==> src/rtl/arith_pkg.sv <==
// Shared arithmetic definitions: sequencer states and the default operand width.
package arith_pkg;

  localparam int unsigned ARITH_W = 8;

  typedef enum logic [1:0] {
    StIdle  = 2'd0,
    StShift = 2'd1,
    StDone  = 2'd2
  } sub_state_t;

endpackage

==> src/rtl/serial_subtractor_if.sv <==
// Operand/result handshake bundle for the bit-serial subtractor.
interface serial_subtractor_if
  import arith_pkg::*;
#(
  parameter int unsigned WIDTH = ARITH_W
);

  logic             in_valid;
  logic             in_ready;
  logic [WIDTH-1:0] a;
  logic [WIDTH-1:0] b;
  logic             bin;
  logic             out_valid;
  logic             out_ready;
  logic [WIDTH-1:0] d;
  logic             bout;
  logic             ovf;
  logic             zero;

  modport master (
    output in_valid, a, b, bin, out_ready,
    input  in_ready, out_valid, d, bout, ovf, zero
  );

  modport slave (
    input  in_valid, a, b, bin, out_ready,
    output in_ready, out_valid, d, bout, ovf, zero
  );

endinterface

==> src/rtl/full_subtractor.sv <==
// One-bit full subtractor cell: d = a - b - bin with borrow-out.
module full_subtractor (
  input  logic a,
  input  logic b,
  input  logic bin,
  output logic d,
  output logic bout
);

  assign d    = a ^ b ^ bin;
  assign bout = (~a & b) | (~(a ^ b) & bin);

endmodule

==> src/rtl/serial_subtractor.sv <==
// Bit-serial subtractor: one bit per clock through a single full-subtractor cell,
// ready/valid on both sides, with borrow/overflow/zero flags on the registered result.
module serial_subtractor
  import arith_pkg::*;
#(
  parameter int unsigned WIDTH = ARITH_W
) (
  input  logic               clk,
  input  logic               rst_n,
  serial_subtractor_if.slave bus
);

  localparam int unsigned CntW = $clog2(WIDTH) + 1;

  sub_state_t       state_q;
  logic [WIDTH-1:0] a_sr_q, b_sr_q, d_q;
  logic [CntW-1:0]  cnt_q;
  logic             brw_q, a_msb_q, b_msb_q;
  logic             bout_q, ovf_q, zero_q;

  logic             fs_d, fs_bout;
  logic [WIDTH-1:0] d_next;

  full_subtractor u_fs (
    .a    (a_sr_q[0]),
    .b    (b_sr_q[0]),
    .bin  (brw_q),
    .d    (fs_d),
    .bout (fs_bout)
  );

  // Result bits enter at the MSB so after WIDTH shifts bit 0 sits at d[0].
  assign d_next = {fs_d, d_q[WIDTH-1:1]};

  always_ff @(posedge clk) begin
    if (!rst_n) begin
      state_q <= StIdle;
      a_sr_q  <= '0;
      b_sr_q  <= '0;
      d_q     <= '0;
      cnt_q   <= '0;
      brw_q   <= 1'b0;
      a_msb_q <= 1'b0;
      b_msb_q <= 1'b0;
      bout_q  <= 1'b0;
      ovf_q   <= 1'b0;
      zero_q  <= 1'b0;
    end else begin
      unique case (state_q)
        StIdle: begin
          if (bus.in_valid) begin
            a_sr_q  <= bus.a;
            b_sr_q  <= bus.b;
            brw_q   <= bus.bin;
            cnt_q   <= '0;
            d_q     <= '0;
            a_msb_q <= bus.a[WIDTH-1];
            b_msb_q <= bus.b[WIDTH-1];
            bout_q  <= 1'b0;
            ovf_q   <= 1'b0;
            zero_q  <= 1'b0;
            state_q <= StShift;
          end
        end
        StShift: begin
          a_sr_q <= a_sr_q >> 1;
          b_sr_q <= b_sr_q >> 1;
          brw_q  <= fs_bout;
          d_q    <= d_next;
          cnt_q  <= cnt_q + 1'b1;
          // Flags are resolved on the last shift so they appear together with d.
          if (cnt_q == CntW'(WIDTH - 1)) begin
            bout_q  <= fs_bout;
            zero_q  <= (d_next == '0);
            ovf_q   <= (a_msb_q != b_msb_q) && (d_next[WIDTH-1] != a_msb_q);
            state_q <= StDone;
          end
        end
        StDone: begin
          if (bus.out_ready) begin
            state_q <= StIdle;
          end
        end
        default: state_q <= StIdle;
      endcase
    end
  end

  assign bus.in_ready  = (state_q == StIdle);
  assign bus.out_valid = (state_q == StDone);
  assign bus.d         = d_q;
  assign bus.bout      = bout_q;
  assign bus.ovf       = ovf_q;
  assign bus.zero      = zero_q;

endmodule

==> src/flat_wrapper.sv <==
// flat-port wrapper written by rule: the top's interface ports become plain ports
module serial_subtractor_flat import arith_pkg::*;
#(
  parameter int unsigned WIDTH = ARITH_W
)
  (clk, rst_n, bus_in_valid, bus_a, bus_b, bus_bin, bus_out_ready, bus_in_ready, bus_out_valid, bus_d, bus_bout, bus_ovf, bus_zero);
  serial_subtractor_if #(.WIDTH(WIDTH)) bus_i ();
  input  logic clk;
  input  logic rst_n;
  input wire logic [$bits(bus_i.in_valid)-1:0] bus_in_valid;
  input wire logic [$bits(bus_i.a)-1:0] bus_a;
  input wire logic [$bits(bus_i.b)-1:0] bus_b;
  input wire logic [$bits(bus_i.bin)-1:0] bus_bin;
  input wire logic [$bits(bus_i.out_ready)-1:0] bus_out_ready;
  output wire logic [$bits(bus_i.in_ready)-1:0] bus_in_ready;
  output wire logic [$bits(bus_i.out_valid)-1:0] bus_out_valid;
  output wire logic [$bits(bus_i.d)-1:0] bus_d;
  output wire logic [$bits(bus_i.bout)-1:0] bus_bout;
  output wire logic [$bits(bus_i.ovf)-1:0] bus_ovf;
  output wire logic [$bits(bus_i.zero)-1:0] bus_zero;
  assign bus_i.in_valid = bus_in_valid;
  assign bus_i.a = bus_a;
  assign bus_i.b = bus_b;
  assign bus_i.bin = bus_bin;
  assign bus_i.out_ready = bus_out_ready;
  assign bus_in_ready = bus_i.in_ready;
  assign bus_out_valid = bus_i.out_valid;
  assign bus_d = bus_i.d;
  assign bus_bout = bus_i.bout;
  assign bus_ovf = bus_i.ovf;
  assign bus_zero = bus_i.zero;
  serial_subtractor #(.WIDTH(WIDTH)) u_core (.clk(clk), .rst_n(rst_n), .bus(bus_i));
endmodule
==> config.mk <==
export PLATFORM = sky130hd
export DESIGN_NAME = serial_subtractor_flat
export DESIGN_NICKNAME = d
export VERILOG_FILES = /design/src/rtl/arith_pkg.sv /design/src/rtl/serial_subtractor_if.sv /design/src/rtl/full_subtractor.sv /design/src/rtl/serial_subtractor.sv /design/src/flat_wrapper.sv
export SDC_FILE = /design/constraint.sdc
export NUM_CORES = 1
export LEC_CHECK = 0
export ABC_CLOCK_PERIOD_IN_PS = 1900
export BUFFER_PORTS_ARGS = -buffer_cell sky130_fd_sc_hd__buf_2
export CORE_ASPECT_RATIO = 0.7
export CORE_MARGIN = 3
export CORE_UTILIZATION = 53
export DETAILED_ROUTE_END_ITERATION = 10
export HOLD_SLACK_MARGIN = 0.06
export PLACE_DENSITY = 0.77
export SLEW_MARGIN = 25
export SYNTH_ARGS = -nofsm -noshare
export SYNTH_HDL_FRONTEND = slang
export SYNTH_HIERARCHICAL = 1
export SYNTH_SLANG_ARGS = --single-unit
==> constraint.sdc <==
create_clock -name clk -period 1.9 [get_ports clk]
set_input_delay 0.19 -clock clk [delete_from_list [all_inputs] [get_ports clk]]
set_output_delay 0.19 -clock clk [all_outputs]
set_load 0.005 [all_outputs]
======== Yosys cells after proc, flatten, opt, wreduce, memory -nomap -nowiden ========
Index checks and enable logic that the tools add are counted.
word-level totals
  output and inout bits ................... 13
  register bits ........................... 36
  input bits .............................. 21
  logic and storage cells ................. 56
operators by class
  reduce and logical (&&, ||, !) cells .... 8
  equal/unequal tests ..................... 8
  add/subtract/negate cells ............... 1
  bitwise logic cells ..................... 7
  muxes and demuxes ....................... 21
operator list
  kind                                                                     count
  8-bit one-hot mux with 2 select lines                                    3
  8-bit 2-to-1 mux                                                         3
  8-bit logical NOT                                                        1
  1-bit one-hot mux with 2 select lines                                    4
  4-bit one-hot mux with 2 select lines                                    1
  2-bit 2-to-1 mux                                                         3
  2-bit one-hot mux with 3 select lines                                    1
  3-bit AND reduction                                                      2
  1-bit 2-to-1 mux                                                         5
  4-bit by 1-bit adder with 4-bit output, second input constant            1
  4-bit by 3-bit equality test with 1-bit output, second input constant    1
  4-bit 2-to-1 mux                                                         1
  2-bit inequality test, second input constant                             2
  2-bit AND reduction                                                      2
  1-bit bitwise AND                                                        2
  2-bit by 1-bit equality test with 1-bit output, second input constant    1
  2-bit equality test, second input constant                               1
  2-bit logical NOT                                                        1
  1-bit inequality test                                                    2
  2-bit by 1-bit inequality test with 1-bit output, second input constant  1
  1-bit inverter                                                           2
  2-bit nonzero test                                                       1
  1-bit bitwise XOR                                                        2
  1-bit logical AND                                                        1
  1-bit OR                                                                 1

======== Longest topological paths before layout ========
Gate-level depths: netlist (run 1).
  word-level depth ........................ 6
  depth in mapped cells ................... 6
  gate-level depth less buffers ........... 5

======== Modules after synthesis ========
Netlist (run 1), hierarchy kept.
by module, submodules not included
  module             cells an instance  sequential area each (um^2)  area each (um^2)  instances
  serial_subtractor  175                720.7                        1541.5            1
  full_subtractor    4                  0.0                          31.3              1

======== Worst setup path before layout (run 1) ========
Ideal clock, no wire load.
  kind .................................... reg-to-reg
  from .................................... register u_core.b_sr_q[0]
  to ...................................... register u_core.ovf_q, in the netlist u_core/bus.ovf
  data arrival time ....................... 1.262 ns
  library setup time ...................... 0.124 ns
  path buffers ............................ 0
  data required time ...................... 1.776 ns
  setup slack ............................. 0.515 ns
  clock period less this slack ............ 1.385 ns
  stages on the path, launching flop included .. 6
  cells stage by stage .................... dfxtp_1 -> inv_1 -> fa_1 -> and3b_1 -> o211ai_1 -> a31oi_1
on the way
  word-level cells in the longest chain between the ends .. 6
ends and longest elaborated chain
  item                                   RTL line                 source
  start: declaration                     serial_subtractor.sv:16  logic [WIDTH-1:0] a_sr_q, b_sr_q, d_q;
  start signal: assignment               serial_subtractor.sv:53  b_sr_q <= bus.b;
  start signal: assignment               serial_subtractor.sv:67  b_sr_q <= b_sr_q >> 1;
  1-bit bitwise XOR (2 in series)        full_subtractor.sv:10    assign d = a ^ b ^ bin;
  via u_core.fs_d                        serial_subtractor.sv:21  logic fs_d, fs_bout;
  1-bit inequality test                  serial_subtractor.sv:75  ovf_q <= (a_msb_q != b_msb_q) && (d_next[WIDTH-1] != a_msb_q);
  1-bit logical AND                      serial_subtractor.sv:75
  1-bit 2-to-1 mux                       serial_subtractor.sv:72  if (cnt_q == CntW'(WIDTH - 1)) begin
  1-bit one-hot mux with 2 select lines  serial_subtractor.sv:49  unique case (state_q)
  end signal: assignment                 serial_subtractor.sv:75
  end: declaration                       serial_subtractor.sv:19  logic bout_q, ovf_q, zero_q;
The timed path passes the listed nets, and every way through them passes these cells. The select of a mux whose other input is x is not followed.
A chain may end at the register's enable or synchronous reset.

======== Worst setup path in the final report (run 1) ========
  from .................................... register u_core.state_q[1]
  to ...................................... register u_core.b_sr_q[4]
on the way
  word-level cells in the longest chain between the ends .. 3
  elaborated cells between the ends (all ways) .. 6
  those cells by class .................... 2 x eq/ne; 1 x mux; 3 x reduce/logical
ends and longest elaborated chain
  item                                                                                 RTL line                 source
  start: declaration                                                                   serial_subtractor.sv:15  sub_state_t state_q;
  start signal: assignment                                                             serial_subtractor.sv:37  state_q <= StIdle;
  start signal: assignment                                                             serial_subtractor.sv:62  state_q <= StShift;
  start signal: assignment                                                             serial_subtractor.sv:76  state_q <= StDone;
  2-bit by 1-bit equality test with 1-bit output or 2-bit logical NOT (tied branches)  serial_subtractor.sv:49
  2-bit nonzero test (no line) or 2-bit inequality test (tied branches)                -
  2-bit AND reduction (no line)                                                        -
Several ways; a longest one is shown, not always the timed one.

==> out/metrics.cfg, run 1 <==
[critical_path]
crit_chain = or3b_1 -> o221ai_1 -> nor2_1
worstPathArrival_ns = 1.76
crit_type = reg -> reg
cp.required_ns = 2.08
crit_path_max_incr_delay_ns = 0.68
worstSetupEndpointType = flip-flop
path_max_fanout = 19
critPathLaunchType = flip-flop
slowest_stage = or3b_1

[clock_network]
cts_max_path_buffers = 2
cts_resized = 0
tritoncts = done
path_clk_slew_ns = 0.07
cts_inserted_buffers = 5
holdBufCountCts = 0
clk_latency_ns = 0.28
root_buffer = clkbuf_8
clock_sinks = 36
postCtsSetupBuffers = 0
h-tree-depth = 2

[synth]
synth_common_cells = dfxtp_1 (36), nand2_1 (27), a21oi_1 (22)
syn-cell-area_sq_um = 1570
ys_ff_latch = 36
ys_async_sr_fraction_pct = 0
yosys.area.top_type_share_pct = 45.8
synthAdderAreaFrac_pct = 2.07
synth_nets = 202
yosys.area_share.xor_xnor_pct = 0.557
yosysMostFrequentCell = dfxtp_1
synth_edf_count = 0
ys_seq_area_share_pct = 45.8
avgSynthCellArea_sq_um = 8.79
yosys_most_used_dff = dfxtp_1
synth_compound_area_share_pct = 18.1
yosysUniqueCellTypes = 37
yosys_warnings = 6
yosys.area_share.simple_pct = 24.3
synth_top_family_by_area = simple AND/OR/NAND/NOR gates
synth_area_leaders = dfxtp_1 (46%), a21oi_1 (7.0%), nand2_1 (6.4%)
synth_top_cell_by_area = dfxtp_1
synthCells = 179
muxShareOfSynthArea_pct = 1.27

[floorplanning]
core-area_sq_um = 2650
die_y_um = 51.6
die_w_um = 71.1
start_util_pct = 59.4
die-area_sq_um = 3670
io_pins = 34
rows = 15

[power]
pwr-share-seq_pct = 49.2
switching_share_pct = 23.9
vdd_drop_max_v = 0.000554
combPwrFrac_pct = 11.1
power_density_nw_per_um2 = 904
power.leakage_nw = 0.729
p_sw_uw = 395
p_int_mw = 1.26
p_clk_share_pct = 39.6

[route]
postRouteAntennaNets = 0
drtPass1Iterations = 5
avgViaCountPerCell = 5.58
drt_wl_total_um = 3310
vias = 1373
drc = 0
wire_per_inst_um = 13.4
drt_iter0_markers = 105

[timing]
fin_skew_ns = 0.00660
setup_tns_ns = 0
slew_headroom_pct = 50.1
setup_ws_ns = 0.318
fmax_ghz = 0.632
finalCritPeriodShare_pct = 83.3
worstMarginPinSlew_ns = 0.748
drv_slew = 0
setup_viol = 0
rsz0062_at_grt = false
final_hold_viol_count = 0
period_needed_ns = 1.58

[layout]
drive_above_1_share_pct = 23.6
design_area_sq_um = 1830
nNetsFinal = 234
diodes = 0
area_growth_pct = 16.2

[placement]
place_area_sq_um = 1720
post-place-ws_ns = 0.337
io_buffer_count = 33
dp_hpwl_um = 2300
gp_congestion = 0.819

[global_route]
grt-ovfl-total = 0
antenna_found_initial = 0
grt_pass1_wl_um = 5460
grt.total_usage_pct = 19.1
grt_pass1_vias = 1243
grt_start_max_net_pins = 20

[outcome]
status = finished clean

[hold_path]
hold_path.class = in -> reg

[run]
cap_violations = 0

## worst paths after layout
check / start / to / slack (ns) / cells after the start
max: u_core/state_q[1] / u_core/b_sr_q[4] / 0.32 / 3
min: bus_bin / u_core/brw_q / 0.15 / 3
max reg2reg: u_core/state_q[1] / u_core/b_sr_q[4] / 0.32 / 3
min reg2reg: u_core/a_sr_q[3] / u_core/a_sr_q[3] / 0.46 / 2
## stage by stage
stage                     instances  util (%)  power [mW]  hold WS [ns]
after global routing            246      69.1        1.73         0.163
after floorplan                 179         -       0.964         0.334
after detailed placement        238      65.0        1.01         0.448
after CTS                       246      69.1        1.66         0.154
final                           246      69.1        1.65         0.154
after global placement          238      65.0        1.00         0.442
## sequential cells by signal (all words and copies together) (netlist names)
| signal | count |
|---|---|
| u_core/a_msb_q | 1 |
| u_core/bus.ovf | 1 |
| u_core/bus.zero | 1 |
| u_core/b_msb_q | 1 |
| u_core/state_q | 2 |
| u_core/brw_q | 1 |
| u_core/b_sr_q | 8 |
| u_core/a_sr_q | 8 |
| u_core/bus.bout | 1 |
| u_core/cnt_q | 4 |
| u_core/bus.d | 8 |
## power by group through the flow
| stage | Clock (mW) | Sequential (mW) | Combinational (mW) |
|---|---|---|---|
| detailed placement | 0 | 0.830 | 0.180 |
| global placement | 0 | 0.828 | 0.175 |
| finish | 0.655 | 0.813 | 0.184 |
| floorplan | 0 | 0.823 | 0.141 |
| CTS | 0.666 | 0.813 | 0.182 |
| global route | 0.705 | 0.817 | 0.204 |
## layout by cell type (no fill, tap or decap), types with 2 or more instances in the layout
| master | synthesis | routed |
|---|---|---|
| dfxtp_1 | 36 | 36 |
| buf_2 | 3 | 33 |
| nand2_1 | 27 | 27 |
| a21oi_1 | 22 | 22 |
| nand3_1 | 11 | 11 |
| nor2_1 | 10 | 10 |
| a22oi_1 | 9 | 9 |
| nor3_1 | 8 | 8 |
| o221ai_1 | 6 | 6 |
| buf_4 | 3 | 6 |
| clkbuf_8 | 0 | 5 |
| inv_1 | 4 | 4 |
| nor2b_1 | 3 | 3 |
| and3b_1 | 2 | 2 |
| nand4_1 | 2 | 2 |
| o21ai_0 | 2 | 2 |
| o211ai_1 | 2 | 2 |
| a31oi_1 | 2 | 2 |
| mux2i_1 | 2 | 2 |
## worst max-delay path: cells and delay by family, from the launching register on
family,cells,cell delay (ns)
and+or+nand+nor,2,0.76
DFF,1,0.42
AOI/OAI and AO/OA,1,0.30
## logic make-up (layout without fill, tap and decap cells)
| family | Yosys count | count (layout) |
|---|---|---|
| xor+xnor | 1 | 1 |
| simple gates | 74 | 74 |
| flops | 36 | 36 |
| fa+ha+maj | 2 | 2 |
| compound gates | 45 | 45 |
| buf+inv | 19 | 52 |
| mux | 2 | 2 |
## cell type report
cell class              count  area, sq um
inverters                   5         18.8
clock buffers               6         72.6
multi-input cells         124          728
clock inverters             2         35.0
flip-flops and latches     36          721
repair buffers             39          210
fillers                   211          818
well taps                  34         42.5
## routing by layer
layer  GRT usage (%)  share of wire, %  up-vias
li1                -                 -      698
met1            25.3                48      641
met2            30.0                46       32
met3            5.60               5.9        2
met4            6.25              0.57        0
met5               0                 0        -
(Power assumes the default switching activity.)
==> run 2, diff against run 1 <==
--- a/config.mk
+++ b/config.mk
@@ -5,14 +5,14 @@
 export SDC_FILE = /design/constraint.sdc
 export NUM_CORES = 1
 export LEC_CHECK = 0
-export ABC_CLOCK_PERIOD_IN_PS = 1900
+export ABC_CLOCK_PERIOD_IN_PS = 1300
 export BUFFER_PORTS_ARGS = -buffer_cell sky130_fd_sc_hd__buf_2
 export CORE_ASPECT_RATIO = 0.7
 export CORE_MARGIN = 3
-export CORE_UTILIZATION = 53
+export CORE_UTILIZATION = 48
 export DETAILED_ROUTE_END_ITERATION = 10
 export HOLD_SLACK_MARGIN = 0.06
-export PLACE_DENSITY = 0.77
+export PLACE_DENSITY = 0.74
 export SLEW_MARGIN = 25
 export SYNTH_ARGS = -nofsm -noshare
 export SYNTH_HDL_FRONTEND = slang
==> constraint.sdc (replaced) <==
create_clock -name clk -period 1.3 [get_ports clk]
set_input_delay 0.13 -clock clk [delete_from_list [all_inputs] [get_ports clk]]
set_output_delay 0.13 -clock clk [all_outputs]
set_load 0.005 [all_outputs]
==> out/metrics.cfg, run 2 (synthesis gave the netlist of run 1 again) <==
[outcome]
status = finished, violations left  ; was finished clean
violations = negative setup slack

[layout]
area_growth_pct = 24.9  ; was 16.2%
final_cell_mix = buf_2 (33), dfxtp_1 (31), nand2_1 (26), a21oi_1 (18), buf_4 (14)  ; was dfxtp_1 (36), buf_2 (33), nand2_1 (27), a21oi_1 (22), nand3_1 (11)
fill_cells = 246  ; was 211
diodes = 0  ; unchanged
multiInputGateArea_sq_um = 769  ; was 728 sq um
seqCellArea_sq_um = 727  ; was 721 sq um
layout_commonest_cell = buf_2  ; was dfxtp_1
instances_no_fill = 260  ; was 246
drive_above_1_share_pct = 35.7  ; was 23.6%
nNetsFinal = 247  ; was 234
fin_util_pct = 66.3  ; was 69.1%
design_area_sq_um = 1960  ; was 1830 sq um

[timing]
slew_headroom_pct = 83.0  ; was 50.1%
fin_skew_ns = 0.00377  ; was 0.00660 ns
finalCritPeriodShare_pct = 107  ; was 83.3%
drv_slew = 0  ; unchanged
rsz0062_at_grt = true  ; was false
fmax_ghz = 0.716  ; was 0.632 GHz
setup_viol = 2  ; was 0
final_hold_viol_count = 0  ; unchanged
worstMarginPinSlew_ns = 0.254  ; was 0.748 ns
period_needed_ns = 1.40  ; was 1.58 ns
setup_ws_ns = -0.0968  ; was 0.318 ns

[floorplanning]
die_y_um = 53.9  ; was 51.6 um
rows = 16  ; was 15
die_w_um = 74.4  ; was 71.1 um
io_pins = 34  ; unchanged
core-area_sq_um = 2960  ; was 2650 sq um
die-area_sq_um = 4010  ; was 3670 sq um
start_util_pct = 53.1  ; was 59.4%

[placement]
post-place-ws_ns = -0.155  ; was 0.337 ns
placedCellCount = 250  ; was 238
place_area_sq_um = 1800  ; was 1720 sq um
io_buffer_count = 33  ; unchanged
gp_congestion = 0.776  ; was 0.819
dp_hpwl_um = 2670  ; was 2300 um

[power]
p_int_mw = 1.68  ; was 1.26 mW
finalPower_mw = 2.26  ; was 1.65 mW
p_clk_share_pct = 32.4  ; was 39.6%
pwr-share-seq_pct = 52.6  ; was 49.2%
power.leakage_nw = 0.791  ; was 0.729 nW
switching_share_pct = 25.8  ; was 23.9%
vdd_drop_max_v = 0.000625  ; was 0.000554 V
p_sw_uw = 583  ; was 395 uW
combPwrFrac_pct = 14.9  ; was 11.1%
power_density_nw_per_um2 = 1150  ; was 904 nW/um^2

[clock_network]
tritoncts = done  ; unchanged
cts_inserted_buffers = 5  ; unchanged
root_buffer = clkbuf_8  ; unchanged
clock_sinks = 36  ; unchanged
path_clk_slew_ns = 0.07  ; about the same
cts_max_path_buffers = 2  ; unchanged
h-tree-depth = 2  ; unchanged
clk_latency_ns = 0.28  ; about the same

[critical_path]
endpoint = u_core/bus.ovf  ; was u_core/b_sr_q[4]
cp.required_ns = 1.47  ; was 2.08 ns
r2r-start = u_core/brw_q  ; was u_core/state_q[1]
crit_type = reg -> reg  ; unchanged
r2r_end = u_core/bus.ovf  ; was u_core/b_sr_q[4]
reg2reg_slack_ns = -0.1  ; was 0.32 ns
reg2reg_depth = 5  ; was 3
critical_path.startpoint = u_core/brw_q  ; was u_core/state_q[1]
path_max_fanout = 4  ; was 19
critPathLaunchType = flip-flop  ; unchanged
worstSetupEndpointType = flip-flop  ; unchanged
worstPathArrival_ns = 1.56  ; was 1.76 ns

[global_route]
antenna_found_initial = 0  ; unchanged
grt_start_max_net_pins = 14  ; was 20
grt_pass1_wl_um = 6070  ; was 5460 um
grt.total_usage_pct = 20.4  ; was 19.1%
grt_pass1_vias = 1355  ; was 1243
grt-ovfl-total = 0  ; unchanged

[run]
cap_violations = 0  ; unchanged

[route]
drt_iter0_markers = 130  ; was 105
postRouteAntennaNets = 0  ; unchanged
vias = 1485  ; was 1373
drtPass1Iterations = 4  ; was 5
avgViaCountPerCell = 5.71  ; was 5.58
wire_per_inst_um = 14.8  ; was 13.4 um
drc = 0  ; unchanged
drt_wl_total_um = 3860  ; was 3310 um

[hold_path]
hold_path.class = in -> reg  ; unchanged

[run 2: changes by cell type in the layout (fill, tap and decap cells not counted), moves of 2 or more]
| cell | before | now |
|---|---|---|
| dfxtp_1 | 36 | 31 |
| a21oi_2 | 1 | 5 |
| inv_1 | 4 | 2 |
| inv_2 | 0 | 2 |
| a21oi_1 | 22 | 18 |
| buf_6 | 0 | 5 |
| buf_4 | 6 | 14 |
| dfxtp_2 | 0 | 5 |
[run 2: layout make-up]
cell class	count	area share (%)
clock buffer	6	3.69
multi-input combinational	124	39.2
inverter	5	0.955
sequential	36	37.0
tap	36	2.29
timing repair buffer	52	16.6
clock inverter	1	0.255
[run 2: how the worst min path moves through the flow]
stage / startpoint / to / slack [ns] / depth (start not counted)
global placement: bus_bin / u_core/brw_q / 0.40 / 3
floorplan: bus_bin / u_core/brw_q / 0.27 / 2
detailed placement: bus_b[7] / u_core/b_msb_q / 0.41 / 3
finish: bus_a[7] / u_core/a_msb_q / 0.12 / 3
CTS: bus_b[7] / u_core/b_msb_q / 0.10 / 3
global route: bus_a[7] / u_core/a_msb_q / 0.12 / 3
[run 2: power by group through the flow]
stage	combinational, mW	clock, mW	sequential, mW
after floorplan	0.206	0	1.20
after global placement	0.287	0	1.21
after detailed placement	0.298	0	1.21
after CTS	0.306	0.753	1.19
after global routing	0.371	0.809	1.20
final	0.337	0.734	1.19
[run 2: what timing repair did]
action                     in CTS  in global routing
hold endpoints to repair        0                  0
pin swaps                       1                  9
setup buffers                   0                  2
gates cloned                    0                  1
gates resized for setup         5                 17
hold buffers                    0                  0
setup endpoints to repair       3                 25
[run 2: routing by layer]
metal | wire [um] | global-route usage, % | part of all wire [%]
met1 | 1740 | 25.4 | 45
met2 | 1840 | 32.5 | 48
met4 | 28 | 10.1 | 0.73
met5 | 0 | 0 | 0
met3 | 247 | 6.16 | 6.4
[run 2: metrics by stage]
stage	hold slack (ns)	TNS, ns
floorplan	0.266	-0.0890
global placement	0.402	-0.164
detailed placement	0.407	-0.279
CTS	0.101	-0.154
global route	0.117	-0.275
finish	0.121	-0.169
[run 2: worst max-delay path, cell delays in order, from the launching register on]
cell      delay, ns
dfxtp_2        0.32
inv_2          0.06
fa_2           0.47
and3b_1        0.18
o211ai_1       0.16
a31oi_1        0.09
==> run 3, diff against run 2 <==
--- a/config.mk
+++ b/config.mk
@@ -6,7 +6,7 @@
 export NUM_CORES = 1
 export LEC_CHECK = 0
 export ABC_CLOCK_PERIOD_IN_PS = 1300
-export BUFFER_PORTS_ARGS = -buffer_cell sky130_fd_sc_hd__buf_2
+export BUFFER_PORTS_ARGS = -buffer_cell sky130_fd_sc_hd__buf_4
 export CORE_ASPECT_RATIO = 0.7
 export CORE_MARGIN = 3
 export CORE_UTILIZATION = 48
==> out/metrics.cfg, run 3 (synthesis gave the netlist of run 1 again) <==
[global_route]
antenna_found_initial = 0  ; unchanged
grt_pass1_wl_um = 6560  ; was 6070 um
grt-ovfl-total = 0  ; unchanged
grt_pass1_vias = 1495  ; was 1355
grt.total_usage_pct = 21.8  ; was 20.4%
grt_start_max_net_pins = 14  ; unchanged

[floorplanning]
start_util_pct = 53.1  ; unchanged
io_pins = 34  ; unchanged
rows = 16  ; unchanged
die_y_um = 53.9  ; unchanged
die-area_sq_um = 4010  ; unchanged
die_w_um = 74.4  ; unchanged
core-area_sq_um = 2960  ; unchanged

[timing]
setup_viol = 3  ; was 2
finalCritPeriodShare_pct = 109  ; was 107%
fin_skew_ns = 0.00831  ; was 0.00377 ns
worstMarginPinSlew_ns = 0.354  ; was 0.254 ns
rsz0062_at_grt = true  ; unchanged
slew_headroom_pct = 76.2  ; was 83.0%
final_hold_viol_count = 0  ; unchanged
fmax_ghz = 0.705  ; was 0.716 GHz
drv_slew = 0  ; unchanged
period_needed_ns = 1.42  ; was 1.40 ns
setup_ws_ns = -0.118  ; was -0.0968 ns

[layout]
layout_commonest_cell = buf_4  ; was buf_2
design_area_sq_um = 2040  ; was 1960 sq um
area_growth_pct = 29.5  ; was 24.9%
multiInputGateArea_sq_um = 751  ; was 769 sq um
fill_cells = 247  ; was 246
fin_util_pct = 68.8  ; was 66.3%
nNetsFinal = 247  ; unchanged
final_cell_mix = buf_4 (46), dfxtp_1 (32), nand2_1 (27), a21oi_1 (21), nand3_1 (11)  ; was buf_2 (33), dfxtp_1 (31), nand2_1 (26), a21oi_1 (18), buf_4 (14)
diodes = 0  ; unchanged
seqCellArea_sq_um = 726  ; was 727 sq um
drive_above_1_share_pct = 32.9  ; was 35.7%

[hold_path]
hold_path.class = in -> reg  ; unchanged
whs_path_depth = 3  ; unchanged
min-delay-start = bus_b[7]  ; was bus_a[7]
min_to = u_core/b_sr_q[7]  ; was u_core/a_msb_q

[clock_network]
cts_inserted_buffers = 5  ; unchanged
tritoncts = done  ; unchanged
h-tree-depth = 2  ; unchanged
clk_latency_ns = 0.29  ; was 0.28 ns
cts_max_path_buffers = 2  ; unchanged
path_clk_slew_ns = 0.07  ; about the same
clock_sinks = 36  ; unchanged
holdBufCountCts = 0  ; unchanged
root_buffer = clkbuf_8  ; unchanged

[route]
drt_wl_total_um = 3940  ; was 3860 um
avgViaCountPerCell = 5.59  ; was 5.71
postRouteAntennaNets = 0  ; unchanged
vias = 1460  ; was 1485
drtPass1Iterations = 4  ; unchanged
wire_per_inst_um = 15.1  ; was 14.8 um
drc = 0  ; unchanged
drt_iter0_markers = 85  ; was 130

[power]
p_sw_uw = 599  ; was 583 uW
power_density_nw_per_um2 = 1160  ; was 1150 nW/um^2
combPwrFrac_pct = 15.1  ; was 14.9%
vdd_drop_max_v = 0.000829  ; was 0.000625 V
p_int_mw = 1.76  ; was 1.68 mW
switching_share_pct = 25.3  ; was 25.8%
p_clk_share_pct = 34.5  ; was 32.4%
power.leakage_nw = 0.809  ; was 0.791 nW
pwr-share-seq_pct = 50.4  ; was 52.6%

[critical_path]
crit_type = reg -> reg  ; unchanged
reg2reg_slack_ns = -0.12  ; was -0.1 ns
r2r-start = u_core/b_sr_q[0]  ; was u_core/brw_q
critPathLaunchType = flip-flop  ; unchanged
worstSetupEndpointType = flip-flop  ; unchanged
worstPathArrival_ns = 1.63  ; was 1.56 ns
reg2reg_depth = 5  ; unchanged
path_max_fanout = 4  ; unchanged
r2r_end = u_core/bus.ovf  ; unchanged
cp.required_ns = 1.51  ; was 1.47 ns

[outcome]
violations = negative setup slack  ; unchanged
status = finished, violations left  ; unchanged

[placement]
dp_hpwl_um = 2830  ; was 2670 um
gp_congestion = 0.806  ; was 0.776
place_area_sq_um = 1880  ; was 1800 sq um
io_buffer_count = 33  ; unchanged

[run]
cap_violations = 0  ; unchanged

run 3: changes by cell type in the layout (fill, tap and decap cells not counted), moves of 3 or more:
cell,before,now
a21oi_2,5,2
buf_2,33,1
a21oi_1,18,21
buf_4,14,46
run 3: area by class of cell:
type	instances	area share (%)
multi-input cells	124	36.9
flip-flops and latches	36	35.6
clock buffers	8	4.42
inverters	5	0.921
repair buffers	52	20.0
well taps	36	2.21
run 3: worst max path at each step:
stage | start | endpoint | slack, ns
2_1_floorplan | u_core/brw_q | u_core/bus.ovf | -0.05
6_report | u_core/b_sr_q[0] | u_core/bus.ovf | -0.12
3_5_place_dp | u_core/b_sr_q[0] | u_core/bus.zero | -0.13
4_1_cts | u_core/brw_q | u_core/bus.ovf | -0.13
5_1_grt | u_core/b_sr_q[0] | u_core/bus.zero | -0.23
3_3_place_gp | u_core/brw_q | u_core/bus.zero | -0.09
run 3: power by group through the flow:
| stage | registers, mW | clock network (mW) | logic [mW] |
|---|---|---|---|
| floorplan | 1.20 | 0 | 0.206 |
| detailed placement | 1.21 | 0 | 0.326 |
| finish | 1.19 | 0.816 | 0.356 |
| global placement | 1.21 | 0 | 0.311 |
| global route | 1.20 | 0.881 | 0.393 |
| CTS | 1.19 | 0.830 | 0.328 |
run 3: per-stage QoR:
stage | TNS (ns) | hold WS (ns) | setup slack, ns | instances | total power [mW]
3_5_place_dp | -0.268 | 0.415 | -0.133 | 250 | 1.54
4_1_cts | -0.244 | 0.110 | -0.133 | 258 | 2.35
3_3_place_gp | -0.168 | 0.411 | -0.0866 | 250 | 1.52
5_1_grt | -0.588 | 0.116 | -0.232 | 261 | 2.47
2_1_floorplan | -0.0890 | 0.266 | -0.0523 | 179 | 1.41
6_report | -0.236 | 0.115 | -0.118 | 261 | 2.36
run 3: critical path: stages (launching register included):
cell,delay [ns]
dfxtp_2,0.34
inv_2,0.04
fa_2,0.58
and3b_1,0.17
o211ai_1,0.08
a31oi_1,0.14
run 3: metal layers:
metal / up-vias / wire, um / GRT usage (%)
li1: 723 / - / -
met2: 47 / 1860 / 35.3
met1: 685 / 1760 / 27.6
met3: 5 / 269 / 4.48
met4: 0 / 57 / 11.5
met5: - / 0 / 0
run 3: timing repair:
action,in CTS,in global routing
resized for setup,1,14
setup endpoints to repair,3,32
cloned,0,1
pin swaps,2,4
buffers inserted,0,2
